## src/rtl/mem_arbiter.sv

```systemverilog
// Arbitrates the shared tagged memory port between icache and dcache and routes returned tags.
// Define MEM_ARB_FAIR_EN to add the icache starvation guard.
module mem_arbiter #(
  parameter int unsigned NUM_TAGS = 16,
  parameter int unsigned MAX_WAIT = 4
) (
  input  logic        clock,
  input  logic        reset,
  input  logic [1:0]  Icache2mem_command,
  input  logic [63:0] Icache2mem_addr,
  input  logic [1:0]  Dcache2mem_command,
  input  logic [63:0] Dcache2mem_addr,
  input  logic [63:0] Dcache2mem_data,
  output logic [1:0]  proc2mem_command,
  output logic [63:0] proc2mem_addr,
  output logic [63:0] proc2mem_data,
  input  logic [3:0]  mem2proc_response,
  input  logic [63:0] mem2proc_data,
  input  logic [3:0]  mem2proc_tag,
  output logic [3:0]  Imem2proc_response,
  output logic [63:0] Imem2proc_data,
  output logic [3:0]  Imem2proc_tag,
  output logic [3:0]  Dmem2proc_response,
  output logic [63:0] Dmem2proc_data,
  output logic [3:0]  Dmem2proc_tag,
  output logic        arb_owner,
  output logic [4:0]  outstanding_cnt,
  output logic        orphan_err
);

  localparam logic [1:0] BusNone = 2'd0;
  localparam logic [1:0] BusLoad = 2'd1;

  if (MAX_WAIT > 7) begin : gen_max_wait_check
    $error("MAX_WAIT must fit in the 3-bit starve counter");
  end

  logic [NUM_TAGS-1:0] valid_q, valid_d;
  logic [NUM_TAGS-1:0] owner_q, owner_d;
  logic [4:0]          cnt_q, cnt_d;
  logic                orphan_q, orphan_d;
  logic                alloc, ret_valid, ret_owner, ret_orphan;

`ifdef MEM_ARB_FAIR_EN
  logic [2:0] starve_q, starve_d;
`endif

  // Grant: dcache priority, optionally overridden once the icache has waited MAX_WAIT cycles.
  always_comb begin
    arb_owner = (Dcache2mem_command != BusNone);
`ifdef MEM_ARB_FAIR_EN
    if ((starve_q == 3'(MAX_WAIT)) && (Icache2mem_command != BusNone)) begin
      arb_owner = 1'b0;
    end
`endif
  end

  always_comb begin
    proc2mem_command   = arb_owner ? Dcache2mem_command : Icache2mem_command;
    proc2mem_addr      = arb_owner ? Dcache2mem_addr : Icache2mem_addr;
    proc2mem_data      = arb_owner ? Dcache2mem_data : 64'd0;
    Imem2proc_response = arb_owner ? 4'd0 : mem2proc_response;
    Dmem2proc_response = arb_owner ? mem2proc_response : 4'd0;
  end

  // Return routing reads the pre-edge table so a same-cycle re-accept cannot steal the data.
  always_comb begin
    ret_valid  = (mem2proc_tag != 4'd0) && valid_q[mem2proc_tag];
    ret_orphan = (mem2proc_tag != 4'd0) && !valid_q[mem2proc_tag];
    ret_owner  = owner_q[mem2proc_tag];
    Imem2proc_tag  = 4'd0;
    Imem2proc_data = 64'd0;
    Dmem2proc_tag  = 4'd0;
    Dmem2proc_data = 64'd0;
    if (ret_valid && !ret_owner) begin
      Imem2proc_tag  = mem2proc_tag;
      Imem2proc_data = mem2proc_data;
    end
    if (ret_valid && ret_owner) begin
      Dmem2proc_tag  = mem2proc_tag;
      Dmem2proc_data = mem2proc_data;
    end
  end

  always_comb begin
    alloc    = (mem2proc_response != 4'd0) && (proc2mem_command == BusLoad);
    valid_d  = valid_q;
    owner_d  = owner_q;
    cnt_d    = cnt_q;
    orphan_d = orphan_q | ret_orphan;
    if (ret_valid) begin
      valid_d[mem2proc_tag] = 1'b0;
    end
    // Allocation is applied last so it wins over a same-tag free.
    if (alloc) begin
      valid_d[mem2proc_response] = 1'b1;
      owner_d[mem2proc_response] = arb_owner;
    end
    if (alloc && !ret_valid && (cnt_q < 5'(NUM_TAGS))) begin
      cnt_d = cnt_q + 5'd1;
    end else if (!alloc && ret_valid && (cnt_q != 5'd0)) begin
      cnt_d = cnt_q - 5'd1;
    end
  end

`ifdef MEM_ARB_FAIR_EN
  always_comb begin
    starve_d = starve_q;
    if (!arb_owner) begin
      starve_d = 3'd0;
    end else if ((Icache2mem_command != BusNone) && (starve_q != 3'd7)) begin
      starve_d = starve_q + 3'd1;
    end
  end

  always_ff @(posedge clock) begin
    if (!reset) begin
      starve_q <= 3'd0;
    end else begin
      starve_q <= starve_d;
    end
  end
`endif

  always_ff @(posedge clock) begin
    if (!reset) begin
      valid_q  <= '0;
      owner_q  <= '0;
      cnt_q    <= 5'd0;
      orphan_q <= 1'b0;
    end else begin
      valid_q  <= valid_d;
      owner_q  <= owner_d;
      cnt_q    <= cnt_d;
      orphan_q <= orphan_d;
    end
  end

  assign outstanding_cnt = cnt_q;
  assign orphan_err      = orphan_q;

endmodule
```

## config.mk

```make
export PLATFORM = sky130hd
export DESIGN_NAME = mem_arbiter
export DESIGN_NICKNAME = d
export VERILOG_FILES = /design/src/rtl/mem_arbiter.sv
export SDC_FILE = /design/constraint.sdc
export NUM_CORES = 1
export LEC_CHECK = 0
export CAP_MARGIN = 20
export CORE_AREA = 3 3 214 216
export DETAILED_ROUTE_END_ITERATION = 12
export DIE_AREA = 0 0 217 219
export GPL_ROUTABILITY_DRIVEN = 1
export SYNTH_ARGS = -nofsm -noshare
export SYNTH_HDL_FRONTEND = slang
export SYNTH_SLANG_ARGS = --single-unit
export TNS_END_PERCENT = 30
```

## constraint.sdc

```tcl
create_clock -name clock -period 6.85 [get_ports clock]
set_input_delay 1.7125 -clock clock [delete_from_list [all_inputs] [get_ports clock]]
set_output_delay 1.7125 -clock clock [all_outputs]
set_load 0.03 [all_outputs]
```

# Word level (Yosys, flattened, before mapping)
# Index checks and enable logic that the tools add are counted.
# Widths: inputs -> output; s select.
classes:
  eq_ne: 1
  reduce_logical: 20
  mul: 0
  n_shift: 0
  n_div: 0
  addsub: 2
  bitwise_logic: 4
  order_cmp: 5
  mux: 22
ops:
  columns: ["operator", "count"]
  rows:
  - ["$mux 64", 4]
  - ["$mux 16", 2]
  - ["$and 16x16->16", 1]
  - ["$bwmux 16", 1]
  - ["$mux 4", 4]
  - ["$not 16->16", 1]
  - ["$or 16x16->16", 1]
  - ["$logic_and 1x1->1", 11]
  - ["$lt 4x5->1 const B", 2]
  - ["$mux 5", 2]
  - ["$bmux 1 s4", 2]
  - ["$demux 1 s4", 2]
  - ["$ge 4x1->1 const B", 2]
  - ["$reduce_bool 4->1", 2]
  - ["$add 5x1->5 const B", 1]
  - ["$lt 5x5->1 const B", 1]
  - ["$reduce_bool 5->1", 1]
  - ["$sub 5x1->5 const B", 1]
  - ["$logic_not 1->1", 4]
  - ["$mux 1", 4]
  - ["$reduce_bool 2->1", 2]
  - ["$eq 2x1->1 const B", 1]
  - ["$mux 2", 1]
  - ["$or 1x1->1", 1]
totals:
  output_inout_bits: 281
  ramBits: 0
  latch_bits: 0
  wordCells: 58
  mem_count: 0
  regBits: 38
  rom_bits: 0

# Depth between registers and ports, before layout
depth:
  depth_word: 9
  ltp_mapped: 14

# Least setup slack after synthesis
# OpenSTA, ideal clock, no wires.
synth_path:
  path_kind: "input -> output"
  startpoint: "input mem2proc_tag[1]"
  endpoint: "output Imem2proc_tag[0]"
  required_ps: 5137
  arrival_ps: 3576
  n_path_buf: 1
  setup_slack_ps: 1561
  stages: 4
  cell_sequence: "buf_4 -> mux4_2 -> mux4_2 -> nor3_1"
synth_between:
  elab_chain_len: 5
  word_cells_on_any_way: 9
synth_rtl:
  columns: ["item", "line_no", "rtl"]
  rows:
  - ["start: declaration", "19", "input logic [3:0] mem2proc_tag,"]
  - ["$bmux 1 s4, on equally long branches", "68, 70", null]
  - ["$mux 1, on equally long branches", "68, 70", null]
  - ["$logic_and 1x1->1 / $logic_not 1->1 (equally long branches)", "68, 75", null]
  - ["$logic_and 1x1->1 (*)", "75", "if (ret_valid && !ret_owner) begin"]
  - ["$mux 4 (*)", "75", null]
  - ["end: declaration", "22", "output logic [3:0] Imem2proc_tag,"]
# Every way passes the cells marked *; elsewhere a longest branch is shown, timed or not. The select of a mux whose other input is x is not followed.

# Final worst setup path
layout_path:
  startpoint: "input mem2proc_tag[0]"
  endpoint: "output Imem2proc_data[13]"
layout_between:
  elab_chain_len: 5
  word_cells_on_any_way: 9
layout_rtl:
  columns: ["item", "line_no", "rtl"]
  rows:
  - ["$bmux 1 s4, on equally long branches", "68, 70", null]
  - ["$mux 1, on equally long branches", "68, 70", null]
  - ["$logic_and 1x1->1 / $logic_not 1->1 (equally long branches)", "68, 75", null]
  - ["$logic_and 1x1->1 (*)", "75", null]
  - ["$mux 64 (*)", "75", null]
  - ["end: declaration", "21", "output logic [63:0] Imem2proc_data,"]
# Marks and branches as above.

==> flow_summary.yaml <==
sta:
  setup_viol: 0
  max_freq_mhz: 152
  timing.final.crit_share: 0.958
  maxSlewHeadroom: 0.342
  post-route-min-period_ns: 6.56
  finClkSkew_ns: 0.00876
  worst_slew_pin_slew_ns: 0.985
  setup_ws_ns: 0.286
  finalHoldViolations: 0
  setup_tns_ns: 0
  slew_viol_final: 0
  holdWs_ns: 0.460
  rsz0062_at_grt: "false"
grt:
  grt_overflow: 0
  antenna_found_initial: 18
  grt_pass1_vias: 6302
  grt_max_degree: 147
  grt_usage: 0.128
  grt_pass1_wl_microns: 44300
synthesis:
  yosysWarnings: 0
  avgSynthCellArea_sq_um: 6.34
  synth_edf_count: 0
  yosys.area_share.adder: 0.0165
  synth_compound_area_frac: 0.112
  synth_xor_area_frac: 0.00206
  synthMuxAreaShare: 0.0562
  synth.distinct_cells: 46
  synth_ff_type: "dfxtp_1"
  syn-num-nets: 946
  synth_top_family_by_area: "simple AND/OR/NAND/NOR gates"
  syn_inst: 671
  synth_seq_cells: 38
  synthSimpleGateAreaFrac: 0.556
  ys_seq_area_frac: 0.179
  async_flop_share: 0
  syn_area_sq_um: 4260
cells_and_area:
  final_cell_area_sq_um: 10300
  final_cell_mix: "clkdlybuf4s50_1 (407), nand2_1 (215), and2_1 (139)"
  syn_to_final_growth_pct: 141
  final_common_cell: "clkdlybuf4s50_1"
  finalNetCount: 1457
  drive_gt1_frac: 0.149
  final_util: 0.233
clock_tree:
  root_buffer: "clkbuf_16"
  post_cts_resized: 0
  cts.path.max_buffers: 2
  clkLatencyLatePin_ns: 0.28
  clkSinkCount: 38
  cts_max_level: 2
  cts_setup_buffers: 0
  cts_made_buffers: 5
  cts_hold_buf: 0
  cts_tree: "yes"
  path_clk_slew_ns: 0.05
power_and_ir_drop:
  power.leakage_nw: 4.33
  p_per_area_nw_per_um2: 127
  irDropWorstVdd_v: 0.0000801
drt:
  drt-met1-wl_microns: 11500
  firstDrtPassIters: 4
  drt_iter0_drc: 218
  post-route-drc-count: 0
  dr_wl_met3_microns: 3150
  ant_nets: 0
  wl_per_cell_microns: 18.8
  wirelength_microns: 33600
  wl_met2_microns: 17600
  top_layer: "met5"
  vias: 6539
  viasPerCell: 3.67
critical_path:
  crit_type: "input pin to primary output"
  rrSetupSlack_ns: 3.47
  end_kind: "primary output"
  arrival_ns: 4.85
  path_max_fanout: 66
  startpoint_type: "input pin"
  worstPathRequired_ns: 5.14
floorplanning:
  ios: 551
  die_y_microns: 219
  rows: 77
  start_util: 0.0964
  fp.coreArea_sq_um: 44100
  die_area_sq_um: 47500
  die_w_microns: 217
placed_design:
  numPortBuffers: 550
  place_congestion: 0.884
  place_ws_ns: 0.254
  dpl.hpwl_microns: 30100
  post_dp_cell_area_sq_um: 10100
hold_path:
  hold_path_class: "flop to flop"
status:
  status: "finished, final reports clean"
job:
  drv_cap: 0
-- report_power, final --
group	internal, mW	switching (mW)	leakage, nW	total (mW)
sequential	0.236	0.0165	0.308	0.253
clock	0.144	0.0930	0.0729	0.237
combinational	0.373	0.441	3.95	0.814
-- state kept, by name, indices dropped and copies added (netlist names) --
signal           flops
owner_q             16
valid_q             16
outstanding_cnt      5
orphan_err           1
-- final cells by class --
class	count	area [sq um]
antenna	6	15.0
clock inverter	2	12.5
timing repair buffer	557	5390
inverter	10	38.8
fill	4926	33900
tap	592	741
clock buffer	6	139
multi-input combinational	570	3170
sequential	38	761
-- final timing paths --
kind	startpoint	endpoint	depth (start not counted)
worst max register to register	valid_q[3]$_SDFF_PN0_	outstanding_cnt[4]$_SDFFE_PN0P_	10
worst max-delay path	mem2proc_tag[0]	Imem2proc_data[13]	6
worst min register to register	valid_q[0]$_SDFF_PN0_	valid_q[0]$_SDFF_PN0_	1
worst min-delay path	valid_q[0]$_SDFF_PN0_	valid_q[0]$_SDFF_PN0_	1
-- metal layers --
metal	up-vias	track usage
met2	403	0.250
met3	55	0.0375
met1	2902	0.127
met4	16	0.0461
met5	-	0
li1	3163	-
-- per-stage QoR --
step / total power, mW / instances
final: 1.30 / 1781
after global routing: 1.37 / 1781
after CTS: 1.32 / 1774
after detailed placement: 1.09 / 1766
after global placement: 1.07 / 1766
after floorplan: 0.645 / 671
-- kinds of logic after synthesis --
family | Yosys count
xor+xnor | 1
fa+ha+maj | 5
compound gates | 78
simple gates | 470
flops | 38
buf+inv | 63
mux | 16
-- worst max-delay path, cell delays in order --
cell,delay [ns]
clkdlybuf4s50_1,0.75
mux4_2,0.57
mux4_2,0.56
nor2_4,0.79
and2_1,0.29
buf_12,0.13
-- cell usage after synthesis (4+ instances only) --
master	number	area, sq um
o21ai_0	19	95.1
nor3_1	5	25.0
nor2b_1	74	463
nor2_1	15	56.3
nand2b_1	7	43.8
a311oi_1	11	96.3
mux2i_1	7	70.1
buf_6	11	124
ha_1	4	50.1
mux4_2	6	135
and2_1	139	870
dfxtp_1	38	761
a21oi_1	32	160
nand2_1	215	807
clkbuf_1	33	124
inv_1	8	30.0
Note: power is estimated with default switching activity, not from simulation.
